### src/rtl/mem_port_arbiter.sv
// mem_port_arbiter
//   Shares one single-ported memory between an instruction-fetch port (port 0)
//   and a data load/store port (port 1). One access is in flight at a time;
//   the FSM walks IDLE -> ACCESS -> RESP -> IDLE and returns a one-cycle ack
//   on the granted port, with registered read data for reads.
// Ports
//   clk, rst                 clock, asynchronous active-high reset
//   pN_req/we/addr/wdata     request from port N, held stable until pN_ack
//   pN_ack                   one-cycle completion pulse for port N
//   pN_rdata                 last read data returned to port N
//   mem_read/mem_write       memory strobes, asserted only in ACCESS
//   mem_address/write_data   memory address/data, zero outside ACCESS
//   mem_read_data            combinational read data from memory
//   busy                     high whenever the FSM is not in IDLE
module mem_port_arbiter #(
  parameter int AW          = 13,
  parameter int DW          = 16,
  parameter int WAIT_STATES = 0,
  parameter int RR          = 1
) (
  input  logic          clk,
  input  logic          rst,
  input  logic          p0_req,
  input  logic          p0_we,
  input  logic [AW-1:0] p0_addr,
  input  logic [DW-1:0] p0_wdata,
  output logic          p0_ack,
  output logic [DW-1:0] p0_rdata,
  input  logic          p1_req,
  input  logic          p1_we,
  input  logic [AW-1:0] p1_addr,
  input  logic [DW-1:0] p1_wdata,
  output logic          p1_ack,
  output logic [DW-1:0] p1_rdata,
  output logic          mem_read,
  output logic          mem_write,
  output logic [AW-1:0] mem_address,
  output logic [DW-1:0] mem_write_data,
  input  logic [DW-1:0] mem_read_data,
  output logic          busy
);

  typedef enum logic [1:0] {IDLE, ACCESS, RESP} state_t;

  state_t        state_reg, state_next;
  logic          gnt_id_reg;      // 0 = port 0 owns the access, 1 = port 1
  logic          we_reg;
  logic [AW-1:0] addr_reg;
  logic [DW-1:0] wdata_reg;
  logic [3:0]    wait_cnt_reg;
  logic          last_grant_reg;
  logic [DW-1:0] p0_rdata_reg, p1_rdata_reg;

  logic any_req;
  logic win_id;
  logic access_last;             // final ACCESS cycle: next edge enters RESP

  assign any_req     = p0_req | p1_req;
  assign access_last = (state_reg == ACCESS) && (wait_cnt_reg == 4'd0);

  // On a tie, round-robin hands the grant to the port not served last;
  // fixed priority always picks port 0. A lone request always wins.
  always_comb begin
    if (p0_req && p1_req)
      win_id = (RR != 0) ? ~last_grant_reg : 1'b0;
    else
      win_id = p1_req;
  end

  // Next-state and output decode. All mem_* outputs come from registers only,
  // so there is no combinational path from any req to the memory interface.
  always_comb begin
    state_next     = state_reg;
    mem_read       = 1'b0;
    mem_write      = 1'b0;
    mem_address    = '0;
    mem_write_data = '0;
    p0_ack         = 1'b0;
    p1_ack         = 1'b0;
    busy           = (state_reg != IDLE);
    case (state_reg)
      IDLE: begin
        if (any_req)
          state_next = ACCESS;
      end
      ACCESS: begin
        mem_address    = addr_reg;
        mem_write_data = wdata_reg;
        mem_read       = ~we_reg;
        // Write strobe only in the last cycle so the memory sees one write edge.
        mem_write      = we_reg & (wait_cnt_reg == 4'd0);
        if (wait_cnt_reg == 4'd0)
          state_next = RESP;
      end
      RESP: begin
        p0_ack     = ~gnt_id_reg;
        p1_ack     = gnt_id_reg;
        state_next = IDLE;
      end
      default: state_next = IDLE;
    endcase
  end

  always_ff @(posedge clk or posedge rst) begin
    if (rst)
      state_reg <= IDLE;
    else
      state_reg <= state_next;
  end

  always_ff @(posedge clk or posedge rst) begin
    if (rst) begin
      gnt_id_reg     <= 1'b0;
      we_reg         <= 1'b0;
      addr_reg       <= '0;
      wdata_reg      <= '0;
      wait_cnt_reg   <= 4'd0;
      last_grant_reg <= 1'b1;   // so port 0 wins the first tie
      p0_rdata_reg   <= '0;
      p1_rdata_reg   <= '0;
    end else begin
      if (state_reg == IDLE && any_req) begin
        gnt_id_reg     <= win_id;
        last_grant_reg <= win_id;
        we_reg         <= win_id ? p1_we    : p0_we;
        addr_reg       <= win_id ? p1_addr  : p0_addr;
        wdata_reg      <= win_id ? p1_wdata : p0_wdata;
        wait_cnt_reg   <= 4'(WAIT_STATES);
      end
      if (state_reg == ACCESS && wait_cnt_reg != 4'd0)
        wait_cnt_reg <= wait_cnt_reg - 4'd1;
      // Read data is captured on the same edge that leaves ACCESS; writes
      // leave the port's rdata untouched.
      if (access_last && !we_reg) begin
        if (gnt_id_reg)
          p1_rdata_reg <= mem_read_data;
        else
          p0_rdata_reg <= mem_read_data;
      end
    end
  end

  assign p0_rdata = p0_rdata_reg;
  assign p1_rdata = p1_rdata_reg;

endmodule

### config.mk
export PLATFORM = sky130hd
export DESIGN_NAME = mem_port_arbiter
export DESIGN_NICKNAME = d
export VERILOG_FILES = /design/src/rtl/mem_port_arbiter.sv
export SDC_FILE = /design/constraint.sdc
export NUM_CORES = 1
export LEC_CHECK = 0
export BUFFER_PORTS_ARGS = -buffer_cell sky130_fd_sc_hd__buf_2
export CAP_MARGIN = 10
export CORE_MARGIN = 2
export CORE_UTILIZATION = 43
export CTS_CLUSTER_DIAMETER = 40
export CTS_CLUSTER_SIZE = 16
export DETAILED_ROUTE_END_ITERATION = 8
export PLACE_DENSITY_LB_ADDON = 0.2
export SYNTH_ARGS = -nofsm -noshare
export SYNTH_HDL_FRONTEND = slang
export SYNTH_SLANG_ARGS = --single-unit
### constraint.sdc
create_clock -name clk -period 2 [get_ports clk]
set_input_delay 0.2 -clock clk [delete_from_list [all_inputs] [get_ports clk]]
set_output_delay 0.2 -clock clk [all_outputs]
set_load 0.005 [all_outputs]
==> impl_metrics.json <==
{
  "r2r_cells": 6,
  "ff_latch_area_mm2": 0.00175,
  "start_util_pct": 43.7,
  "critPathRequiredTime_ps": 1800,
  "drtIter0Drc": 78,
  "grt_max_degree": 32,
  "wl_per_cell_um": 13.8,
  "post-cts-setup-buffer-count": 0,
  "dr.pass1.iters": 4,
  "clk_pin_slew_ps": 80,
  "syn_to_final_growth_pct": 33.3,
  "p_per_area_mw_per_mm2": 1350,
  "slew_headroom_pct": 62.4,
  "overflow": 0,
  "final_cell_mix": "buf_2 (145), mux2_2 (92), dfrtp_1 (69)",
  "drv_cap": 0,
  "fp.dieW_um": 91.9,
  "vias": 2415,
  "hold_viol_final": 0,
  "synth_top_family_by_area": "multiplexers",
  "drc_errors": 0,
  "hold_end": "last_grant_reg$_DFFE_PP1P_",
  "final_net_count": 477,
  "drtAntennaViolNets": 0,
  "io_pins": 146,
  "htreeDepth": 3,
  "synthFlopType": "dfrtp_1",
  "place_hpwl_um": 5290,
  "cp.arrival_ps": 1620,
  "crit_type": "reg -> out",
  "mappedNetlistNets": 322,
  "skew_ps": 9.10,
  "fill_cells": 681,
  "cts_sinks": 70,
  "tightest_slew_ps": 564,
  "finalInstanceArea_mm2": 0.00443,
  "yosysWarnings": 0,
  "synth-edff-count": 0,
  "rsz0062_at_grt": "false",
  "cp_slowest_cell": "dfrtp_1",
  "outcome": "finished clean",
  "wl_um": 6950,
  "synth-compound-area-share_pct": 2.30,
  "post-route-period-util_pct": 91.1,
  "min_from": "p0_req",
  "antenna_found_initial": 0,
  "ys_seq_elements": 70,
  "path_buf_inv": 2,
  "cts.root.buffer_cell": "clkbuf_8",
  "cp-end-kind": "output port",
  "synthAdderAreaFrac_pct": 0.377,
  "p_total_uw": 5960,
  "start_kind": "flop",
  "cts_tree": "yes",
  "synth_cells": 241,
  "drive_above_1_share_pct": 68.0,
  "min_path_cells": 2,
  "setup_viol": 0,
  "clock_latency_ps": 340,
  "yosysUniqueCellTypes": 31,
  "grt_use_total_pct": 17.3,
  "coreArea_mm2": 0.00761,
  "vdd_drop_max_v": 0.000728,
  "fin_crit_ps": 1820,
  "p_leak_uw": 0.00214,
  "dpl_cell_area_mm2": 0.00425,
  "viasPerCell": 4.81,
  "diodes": 0,
  "netlist_area_mm2": 0.00332,
  "path_cells": "inv_1 > ha_2 > nand4bb_4 > nor2_1 > and2_1 > buf_2",
  "avgSynthCellArea_um2": 13.8,
  "fmaxAchievable_mhz": 549,
  "yosysSeqAreaShare_pct": 52.8,
  "gp_congestion": 0.818,
  "numCtsBuffers": 9,
  "path_max_fanout": 4,
  "critPathMaxStageDelay_ps": 410,
  "final_common_cell": "buf_2",
  "hold_class": "in -> reg",
  "synth-simple-area-share_pct": 10.5,
  "report.final.slew_viol_count": 0,
  "setup_tns_ps": 0,
  "portBuffers": 145,
  "async_flop_share_pct": 100,
  "multiInputGateArea_mm2": 0.00150,
  "r2r_setup_slack_ps": 200,
  "timing.hold.ws_ps": 93.8,
  "reg2reg_to": "p1_rdata[3]$_DFFE_PP0P_",
  "clk_path_buf_depth": 2,
  "grt_pass1_wl_um": 11600,
  "grt_pass1_vias": 2400,
  "synth-xor-area-share_pct": 0,
  "rows": 32,
  "timing.rr.start": "wait_cnt_reg[0]$_DFFE_PP0P_",
  "synth.area.mux_share_pct": 31.5,
  "dieArea_mm2": 0.00844,
  "die_h_um": 91.9,
  "path_delay_family": "simple AND/OR/NAND/NOR gates"
}
worst reg2reg max path, cell delays in order (launching register included):
cell       delay (ps)
dfrtp_1           410
inv_1              70
ha_2              220
nand4bb_4         160
nor4b_4           290
buf_12            190
mux2_2            340
per-stage QoR:
step | setup slack, ps | instances | util [%]
6_report | 178 | 502 | 58.2
5_1_grt | 21.7 | 502 | 58.2
4_1_cts | 117 | 502 | 58.2
3_5_place_dp | 156 | 486 | 55.9
3_3_place_gp | 230 | 486 | 55.9
2_1_floorplan | 33.4 | 241 | -
power breakdown:
group	internal, µW	leakage (µW)	switching, µW
registers	2110	0.000837	365
clock network	440	0.0000848	518
logic	1540	0.00122	989
metal layers:
| metal | global-route usage, % | up-vias | part of all wire (%) | wire length [µm] |
|---|---|---|---|---|
| met4 | 5.22 | 0 | 0.78 | 54 |
| li1 | - | 1164 | - | - |
| met5 | 0 | - | 0 | 0 |
| met2 | 27.6 | 101 | 46 | 3210 |
| met1 | 21.9 | 1143 | 43 | 3000 |
| met3 | 6.49 | 7 | 9.8 | 681 |
cell usage after synthesis (2+ instances only):
cell type | instances | area share, %
mux2_2 | 92 | 31
and2_1 | 30 | 5.7
o221ai_1 | 2 | 0.53
nor3b_1 | 2 | 0.45
nor2_1 | 6 | 0.68
inv_1 | 5 | 0.57
o21ai_0 | 3 | 0.45
buf_2 | 7 | 1.1
clkbuf_1 | 3 | 0.34
dfrtp_1 | 69 | 52
nand2b_1 | 2 | 0.38
how the worst max path moves through the flow:
stage | endpoint | depth (start not counted) | slack, ps | startpoint
after floorplan | addr_reg[0]$_DFFE_PP0P_ | 1 | 30 | rst
after global placement | p1_rdata[1]$_DFFE_PP0P_ | 6 | 230 | wait_cnt_reg[0]$_DFFE_PP0P_
after detailed placement | p1_rdata[0]$_DFFE_PP0P_ | 6 | 160 | wait_cnt_reg[0]$_DFFE_PP0P_
after CTS | mem_write | 6 | 120 | wait_cnt_reg[0]$_DFFE_PP0P_
after global routing | mem_write | 6 | 20 | wait_cnt_reg[0]$_DFFE_PP0P_
final | mem_write | 6 | 180 | wait_cnt_reg[0]$_DFFE_PP0P_
kinds of logic (layout without fill, tap and decap cells):
family | count (synthesis) | count (layout)
multiplexers | 93 | 93
flip-flops | 70 | 70
AND/OR/NAND/NOR | 49 | 49
buffers and inverters | 17 | 176
AO/OA/AOI/OAI | 11 | 11
adder cells (fa/ha/maj) | 1 | 1
final cells by class:
class                   count  share of cell area [%]
clock inverters             6                   0.904
clock buffers               9                    2.80
repair buffers            156                    19.4
well taps                 102                    2.88
inverters                   5                   0.424
flip-flops and latches     70                    39.6
multi-input cells         154                    33.9
timing repair:
item / 4_1_cts / 5_1_grt
hold endpoints to repair: 23 / 0
setup endpoints to repair: 0 / 1
hold buffers: 1 / 0
resized for setup: 0 / 1
Power figures use the tool's default switching activity.
